--- config.mk ---
export PLATFORM = sky130hd
export DESIGN_NAME = lsu_txn
export DESIGN_NICKNAME = d
export VERILOG_FILES = /design/src/rtl/lsu_txn.sv
export SDC_FILE = /design/constraint.sdc
export NUM_CORES = 1
export LEC_CHECK = 0
export ABC_AREA = 1
export CAP_MARGIN = 0
export CORE_AREA = 2 2 108 110
export CTS_BUF_LIST = sky130_fd_sc_hd__clkbuf_2
export DETAILED_ROUTE_END_ITERATION = 16
export DIE_AREA = 0 0 110 112
export PLACE_DENSITY = 0.83
export SYNTH_ARGS = -nofsm -noshare
export SYNTH_HDL_FRONTEND = slang
export SYNTH_SLANG_ARGS = --single-unit
--- constraint.sdc ---
create_clock -name i_clk -period 1.79 [get_ports i_clk]
set_input_delay 0.358 -clock i_clk [delete_from_list [all_inputs] [get_ports i_clk]]
set_output_delay 0.358 -clock i_clk [all_outputs]
set_load 0.1 [all_outputs]
--- src/rtl/lsu_txn.sv ---
// lsu_txn: sequential load/store unit between the core and an XLEN-wide data-memory port.
// Define MISALIGN_TRAP_EN to fault misaligned H/W/D accesses instead of aligning them down.
module lsu_txn #(
  parameter int XLEN           = 32,
  parameter int TIMEOUT_CYCLES = 0
) (
  input  logic              i_clk,
  input  logic              i_reset,
  input  logic              i_req_valid,
  output logic              o_req_ready,
  input  logic              i_req_store,
  input  logic [2:0]        i_req_funct3,
  input  logic [XLEN-1:0]   i_req_addr,
  input  logic [XLEN-1:0]   i_req_wdata,
  output logic              o_resp_valid,
  output logic [XLEN-1:0]   o_resp_data,
  output logic              o_resp_err,
  output logic [XLEN-1:0]   o_mem_addr,
  output logic [XLEN-1:0]   o_mem_wdata,
  output logic [XLEN/8-1:0] o_mem_wstrb,
  output logic              o_mem_rstrb,
  input  logic [XLEN-1:0]   i_mem_rdata,
  input  logic              i_mem_ready
);
  localparam int NB  = XLEN / 8;
  localparam int OFF = $clog2(NB);
  localparam int TW  = (TIMEOUT_CYCLES > 0) ? $clog2(TIMEOUT_CYCLES + 1) : 1;
  localparam logic [TW-1:0] TLIM = TW'((TIMEOUT_CYCLES > 0) ? TIMEOUT_CYCLES - 1 : 0);

  typedef enum logic [1:0] {
    S_IDLE  = 2'd0,
    S_ISSUE = 2'd1,
    S_WAIT  = 2'd2,
    S_RESP  = 2'd3
  } state_t;

  // Lane-shifted load data truncated to size and extended; D loads pass through untouched.
  function automatic logic [XLEN-1:0] f_load(input logic [XLEN-1:0] rdata,
                                             input logic [OFF-1:0]  off,
                                             input logic [2:0]      f3);
    logic [XLEN-1:0] sh;
    logic [XLEN-1:0] m;
    logic [XLEN-1:0] res;
    logic            s;
    sh = rdata >> {off, 3'b000};
    case (f3[1:0])
      2'b00:   begin m = XLEN'(8'hFF);        s = sh[7];  end
      2'b01:   begin m = XLEN'(16'hFFFF);     s = sh[15]; end
      2'b10:   begin m = XLEN'(32'hFFFF_FFFF); s = sh[31]; end
      default: begin m = {XLEN{1'b1}};        s = 1'b0;   end
    endcase
    res = sh & m;
    if (!f3[2] && s) res = res | ~m;
    else             res = res;
    return res;
  endfunction

  function automatic logic [XLEN-1:0] f_repl(input logic [XLEN-1:0] wdata,
                                             input logic [1:0]      sz);
    logic [XLEN-1:0] res;
    int              idx;
    res = {XLEN{1'b0}};
    for (int k = 0; k < NB; k++) begin
      idx = k & ((1 << sz) - 1);
      res[8*k +: 8] = wdata[8*idx +: 8];
    end
    return res;
  endfunction

  function automatic logic [NB-1:0] f_wstrb(input logic [1:0]     sz,
                                            input logic [OFF-1:0] off);
    logic [NB-1:0] base;
    base = NB'((1 << (1 << sz)) - 1);
    return base << off;
  endfunction

  state_t          r_state;
  state_t          w_next;
  logic            r_store;
  logic [2:0]      r_f3;
  logic [OFF-1:0]  r_off;
  logic [TW-1:0]   r_tcnt;
  logic [XLEN-1:0] r_mem_addr;
  logic [XLEN-1:0] r_mem_wdata;
  logic [NB-1:0]   r_mem_wstrb;
  logic            r_mem_rstrb;
  logic [XLEN-1:0] r_resp_data;
  logic            r_resp_err;

  logic [1:0]      w_sz;
  logic [OFF-1:0]  w_lowmask;
  logic [OFF-1:0]  w_off_al;
  logic            w_illegal;
  logic            w_misal;
  logic            w_bad;
  logic            w_accept;
  logic            w_busy;
  logic            w_timeout;

  assign w_sz      = i_req_funct3[1:0];
  assign w_lowmask = OFF'((1 << w_sz) - 1);
  assign w_off_al  = i_req_addr[OFF-1:0] & ~w_lowmask;
  assign w_illegal = (i_req_store && i_req_funct3[2]) || (i_req_funct3 == 3'b111) ||
                     ((XLEN == 32) && ((w_sz == 2'b11) || (i_req_funct3 == 3'b110)));
`ifdef MISALIGN_TRAP_EN
  assign w_misal   = (i_req_addr[OFF-1:0] & w_lowmask) != {OFF{1'b0}};
`else
  assign w_misal   = 1'b0;
`endif
  assign w_bad     = w_illegal || w_misal;
  assign w_accept  = i_req_valid && (r_state == S_IDLE);
  assign w_busy    = (r_state == S_ISSUE) || (r_state == S_WAIT);
  // mem_ready beats the timeout when both land in the same cycle
  assign w_timeout = (TIMEOUT_CYCLES > 0) && w_busy && !i_mem_ready && (r_tcnt == TLIM);

  // State register
  always_ff @(posedge i_clk) begin
    if (i_reset) r_state <= S_IDLE;
    else         r_state <= w_next;
  end

  // Next-state decode
  always_comb begin
    w_next = r_state;
    case (r_state)
      S_IDLE: begin
        if (w_accept) w_next = w_bad ? S_RESP : S_ISSUE;
        else          w_next = S_IDLE;
      end
      S_ISSUE, S_WAIT: begin
        if (i_mem_ready || w_timeout) w_next = S_RESP;
        else                          w_next = S_WAIT;
      end
      S_RESP:  w_next = S_IDLE;
      default: w_next = S_IDLE;
    endcase
  end

  // Request capture, bus drive, load return and timeout counting
  always_ff @(posedge i_clk) begin
    if (i_reset) begin
      r_store     <= 1'b0;
      r_f3        <= 3'b000;
      r_off       <= {OFF{1'b0}};
      r_tcnt      <= {TW{1'b0}};
      r_mem_addr  <= {XLEN{1'b0}};
      r_mem_wdata <= {XLEN{1'b0}};
      r_mem_wstrb <= {NB{1'b0}};
      r_mem_rstrb <= 1'b0;
      r_resp_data <= {XLEN{1'b0}};
      r_resp_err  <= 1'b0;
    end else begin
      // ISSUE always lasts exactly one cycle, so the read strobe is a one-shot
      r_mem_rstrb <= w_accept && !w_bad && !i_req_store;
      if (w_accept) begin
        r_store     <= i_req_store;
        r_f3        <= i_req_funct3;
        r_off       <= w_off_al;
        r_tcnt      <= {TW{1'b0}};
        r_resp_data <= {XLEN{1'b0}};
        r_resp_err  <= w_bad;
        if (!w_bad) begin
          r_mem_addr  <= {i_req_addr[XLEN-1:OFF], {OFF{1'b0}}};
          r_mem_wdata <= f_repl(i_req_wdata, w_sz);
          r_mem_wstrb <= i_req_store ? f_wstrb(w_sz, w_off_al) : {NB{1'b0}};
        end
      end else if (w_busy) begin
        if (i_mem_ready) begin
          r_mem_wstrb <= {NB{1'b0}};
          r_resp_err  <= 1'b0;
          r_resp_data <= r_store ? {XLEN{1'b0}} : f_load(i_mem_rdata, r_off, r_f3);
        end else if (w_timeout) begin
          r_mem_wstrb <= {NB{1'b0}};
          r_resp_err  <= 1'b1;
          r_resp_data <= {XLEN{1'b0}};
        end else if (TIMEOUT_CYCLES > 0) begin
          r_tcnt <= r_tcnt + {{(TW-1){1'b0}}, 1'b1};
        end
      end
    end
  end

  assign o_req_ready  = (r_state == S_IDLE);
  assign o_resp_valid = (r_state == S_RESP);
  assign o_resp_data  = r_resp_data;
  assign o_resp_err   = r_resp_err;
  assign o_mem_addr   = r_mem_addr;
  assign o_mem_wdata  = r_mem_wdata;
  assign o_mem_wstrb  = r_mem_wstrb;
  assign o_mem_rstrb  = r_mem_rstrb;

endmodule

==> results of run 1 <==
==> registers in the layout, summed over array words and instances (netlist names) <==
register and flops:
o_mem_wstrb 4, o_resp_data 32, o_mem_addr 30, r_state 2
r_store 1, r_f3 3, r_off 2, o_resp_err 1
o_mem_wdata 32, o_mem_rstrb 1
==> critical path, cell delays in order (launching register included) <==
cell,delay [ns]
dfxtp_1,0.39
inv_1,0.08
ha_4,0.17
buf_12,0.16
==> per-layer routing <==
metal  GRT usage, %  vias up  share of wire [%]
li1               -     2643                  -
met1           31.6     2535                 37
met2           47.4      276                 50
met3           8.08       40                 10
met4           10.6        0                2.7
met5              0        -                  0
==> what timing repair did <==
| item | in CTS | in global routing |
|---|---|---|
| endpoints found under the setup margin | 0 | 3 |
| endpoints found under the hold margin | 0 | 0 |
| resized for setup | 0 | 3 |
==> cells by family (layout without fill, tap and decap cells) <==
logic type / Yosys count / in the layout
simple gates: 317 / 317
compound gates: 180 / 180
flops: 108 / 108
buf+inv: 68 / 275
fa+ha+maj: 3 / 3
other cells: 1 / 2
==> worst paths after layout <==
| path | start | end | cells after the start |
|---|---|---|---|
| worst max register to register | r_state[0]$_SDFF_PP0_ | o_resp_data[12]$_SDFFE_PP0P_ | 9 |
| worst min-delay path | i_req_wdata[21] | o_mem_wdata[21]$_SDFFE_PP0P_ | 3 |
| worst max-delay path | r_state[0]$_SDFF_PP0_ | o_req_ready | 3 |
| worst min register to register | r_store$_SDFFE_PP0P_ | r_store$_SDFFE_PP0P_ | 2 |
==> final cells by class <==
class	count	area share [%]
multi-input combinational	502	28.6
timing repair buffer	241	41.0
tap	143	2.16
inverter	19	0.922
clock buffer	10	0.604
sequential	108	26.1
clock inverter	5	0.650
==> metrics by stage <==
step | total power [mW] | setup WS, ns | std cells | hold slack [ns] | TNS, ns
2_1_floorplan | 7.45 | 0.0574 | 678 | 0.427 | 0
3_3_place_gp | 10.0 | -0.192 | 1013 | 0.453 | -1.46
3_5_place_dp | 10.1 | -0.308 | 1013 | 0.454 | -6.42
4_1_cts | 11.2 | 0.0349 | 1028 | 0.291 | 0
5_1_grt | 11.7 | 0.00133 | 1028 | 0.272 | 0
6_report | 11.2 | 0.0987 | 1028 | 0.324 | 0
==> cell usage after synthesis, drive strengths merged <==
cell type  count
nand2        189
dfxtp        108
nor2          91
o21ai         75
a21oi         63
nand3         36
clkbuf        27
a31oi         23
buf           22
inv           17
a22oi          8
o211ai         7
ha             3
o22ai          3
clkinv         2
conb           1
o21a           1
or2            1
==> report_power, final <==
group | internal (mW) | switching, mW | total (mW) | leakage (nW)
Clock | 0.312 | 0.787 | 1.10 | 0.0614
Combinational | 2.38 | 4.42 | 6.80 | 2.42
Sequential | 2.83 | 0.442 | 3.27 | 0.883
==> flow_summary_export.csv, run 1 <==
group,metric,value,unit
flow_run,timing.max_cap.violations,0,
sta,finalCritPeriodShare,94.5,%
sta,fin_skew,0.0402,ns
synth,synthesis.area,4830,sq um
clocking,hold_buffers,0,
final_layout,drive_gt1_share,21.2,%
global_routing,grt_max_degree,38,
sta,finalSetupViolations,0,
worst_setup_path,required,1.43,ns
clocking,cts.sinks,108,
final_layout,stdcell_area,8280,sq um
final_layout,antenna_cells,0,
sta,rsz0062_at_grt,"no",
synth,yosysUniqueCellTypes,31,
final_layout,final_cell_mix,"nand2_1 (174), dfxtp_1 (107), buf_12 (106)",
status,status,"finished, final reports clean",
synth,netlist_instances,677,
synth,ys_ff_latch,108,
power,power_per_cell_area,1350,nW/um^2
floorplan,rows,39,
global_routing,grt_pass1_vias,5567,
detailed_routing,wl_per_cell,16.1,um
synth,synth_top_area_cell,"dfxtp_1",
clocking,htreeDepth,3,
global_routing,grt-ovfl-total,0,
synth,synth_top_family_by_area,"simple AND/OR/NAND/NOR gates",
final_layout,fill_cells,817,
clocking,path_clk_slew,0.29,ns
synth,muxShareOfSynthArea,0,%
clocking,cts_tree,"done",
floorplan,start_util,43.2,%
worst_setup_path,arrival,1.33,ns
detailed_routing,vias,5494,
synth,synth.top_cell.area_share,44.8,%
floorplan,coreArea,11200,sq um
sta,slew_viol_final,0,
worst_setup_path,critPathCaptureType,"output pin",
final_layout,layout.nets,988,
worst_setup_path,critPathKind,"register to output pin",
synth,synthSimpleGateAreaFrac,26.7,%
detailed_routing,ant_nets,0,
detailed_routing,drc,0,
place,port-buffer-count,205,
global_routing,grt_use_total,27.5,%
final_layout,area_growth,71.5,%
clocking,postCtsSetupRepairBufs,0,
sta,fin_crit,1.69,ns
final_layout,regArea,2160,sq um
floorplan,dieWidth,110,um
power,leakage,3.36,nW
power,vdd_drop_max,1.05,mV
worst_setup_path,cp_max_fo,2,
synth,synth_compound_area_share,21.0,%
place,finalWeightedCongestion,0.922,
final_layout,layout_commonest_cell,"nand2_1",
global_routing,grt_antenna_before_repair,0,
floorplan,dieHeight,112,um
synth,synthTopCellsByArea,"dfxtp_1 (45%), nand2_1 (14%), o21ai_0 (7.6%), nor2_1 (7.0%), a21oi_1 (5.5%)",
place,placed_cell_area,8170,sq um
sta,timing.fmax,0.591,GHz
detailed_routing,drt_iter0_drc,313,
synth,synth.avg_cell_area,7.13,sq um
worst_setup_path,r2r_slack,0.16,ns
clocking,clk_path_buf_depth,2,
global_routing,grt_pass1_wl,26500,um
worst_setup_path,start_kind,"register",
sta,finalHoldViolCount,0,
clocking,cts_root_buf,"clkbuf_2",
final_layout,post-route-util,74.1,%
synth,synth_xor_area_share,0,%
worst_hold_path,hold_path_class,"input port to register",
place,place_hpwl,12600,um
detailed_routing,wirelength,16600,um
detailed_routing,viasPerCell,5.34,
synth,yosysSeqAreaShare,44.8,%
clocking,clk_latency,0.57,ns
final_layout,multi_input_area,2360,sq um
synth,synth_fa_ha_area_share,0.778,%
floorplan,die_area,12300,sq um
detailed_routing,dr.pass1.iters,5,
floorplan,pin_count,208,
synth,yosysWarnings,0,
clocking,cts_buffers,9,
(Power assumes the default switching activity.)
==> inputs of run 2 (changes only) <==
- PLACE_DENSITY: 0.83 -> 0.93
==> run 2 against run 1 <==
  * First-iteration DRC count rose by 11%
  * Fmax shrank 3.1%
  * Cell area grew 1.1%
  * Critical path depth is the same
  * Sequential power barely moved
  * Critical path type unchanged
  * Largest power group unchanged
  * Highest routed layer unchanged
==> flow_summary_export.csv, run 2 (synthesis results as in run 1) <==
group,metric,value,unit
status,status,"finished, final reports clean",
final_layout,antenna_cells,0,
floorplan,pin_count,208,
power,power_per_cell_area,1360,nW/um^2
final_layout,multi_input_area,2360,sq um
floorplan,start_util,43.2,%
clocking,hold_buffers,0,
clocking,cts.sinks,108,
sta,fin_skew,0.0320,ns
power,vdd_drop_max,0.862,mV
sta,slew_viol_final,0,
final_layout,final_cell_mix,"nand2_1 (175), dfxtp_1 (106), buf_12 (106)",
final_layout,regArea,2160,sq um
place,place_hpwl,13500,um
global_routing,grt_pass1_wl,26900,um
place,port-buffer-count,205,
detailed_routing,drc,0,
detailed_routing,ant_nets,0,
final_layout,post-route-util,74.9,%
flow_run,timing.max_cap.violations,0,
sta,rsz0062_at_grt,"yes",
place,finalWeightedCongestion,0.920,
floorplan,coreArea,11200,sq um
global_routing,grt_max_degree,37,
sta,timing.fmax,0.573,GHz
floorplan,rows,39,
worst_setup_path,required,1.43,ns
detailed_routing,viasPerCell,5.43,
worst_setup_path,arrival,1.39,ns
global_routing,grt_antenna_before_repair,0,
sta,finalSetupViolations,0,
worst_setup_path,r2r_slack,0.14,ns
floorplan,dieWidth,110,um
worst_setup_path,critPathKind,"register to output pin",
floorplan,dieHeight,112,um
clocking,clk_latency,0.59,ns
worst_setup_path,cp_max_fo,2,
sta,finalHoldViolCount,0,
detailed_routing,wl_per_cell,16.7,um
clocking,cts_buffers,9,
detailed_routing,vias,5630,
detailed_routing,wirelength,17300,um
final_layout,fill_cells,685,
worst_setup_path,critPathCaptureType,"output pin",
floorplan,die_area,12300,sq um
final_layout,layout_commonest_cell,"nand2_1",
worst_setup_path,start_kind,"register",
global_routing,grt-ovfl-total,0,
final_layout,layout.nets,995,
clocking,clk_path_buf_depth,2,
detailed_routing,dr.pass1.iters,6,
sta,fin_crit,1.75,ns
clocking,path_clk_slew,0.35,ns
global_routing,grt_pass1_vias,5649,
clocking,cts_tree,"done",
worst_hold_path,hold_path_class,"input port to register",
sta,tns,0,ns
clocking,htreeDepth,3,
final_layout,drive_gt1_share,22.3,%
sta,finalCritPeriodShare,97.5,%
clocking,cts_root_buf,"clkbuf_2",
global_routing,grt_use_total,27.9,%
power,leakage,3.41,nW
detailed_routing,drt_iter0_drc,346,
final_layout,area_growth,73.4,%
## run 2: through the flow
stage	power, mW	cells	instance area, sq um	setup slack (ns)	hold slack [ns]
6_report	11.4	1036	8370	0.0443	0.274
5_1_grt	11.8	1036	8370	-0.00629	0.253
4_1_cts	11.4	1035	8360	0.000315	0.254
3_5_place_dp	10.2	1019	8220	-0.273	0.480
3_3_place_gp	10.0	1019	8220	-0.0856	0.448
2_1_floorplan	7.45	678	4850	0.0574	0.427
## run 2: cell type report
class | instances | share of cell area [%]
inverter | 19 | 0.912
tap | 143 | 2.14
timing repair buffer | 248 | 41.2
clock buffer | 9 | 0.538
multi-input combinational | 502 | 28.3
sequential | 108 | 25.9
clock inverter | 7 | 1.11
## run 2: final timing paths
path,startpoint,endpoint,depth (start not counted)
worst min register to register,r_store$_SDFFE_PP0P_,r_store$_SDFFE_PP0P_,2
worst max-delay path,r_state[1]$_SDFF_PP0_,o_req_ready,3
worst max register to register,r_state[0]$_SDFF_PP0_,o_mem_wdata[26]$_SDFFE_PP0P_,8
worst min-delay path,i_req_wdata[21],o_mem_wdata[21]$_SDFFE_PP0P_,3
## run 2: per-layer routing
layer  track usage (%)  part of all wire [%]  up-vias
li1                  -                     -     2662
met2              50.4                    51      312
met5                 0                     0        -
met4              12.1                   3.8        0
met1              29.3                    34     2600
met3              8.43                    10       56
## run 2: power breakdown
group | switching, mW | internal (mW)
Combinational | 4.45 | 2.42
Clock | 0.911 | 0.365
Sequential | 0.448 | 2.83
## run 2: critical path, stage by stage, from the launching register on
cell     delay [ns]
dfxtp_2        0.42
inv_2          0.05
ha_4           0.16
buf_12         0.16
## run 2: what timing repair did
item                                    4_1_cts  5_1_grt
pin swaps                                     0        1
resized for setup                             4        1
endpoints found under the setup margin        1        2
setup buffers                                 0        1
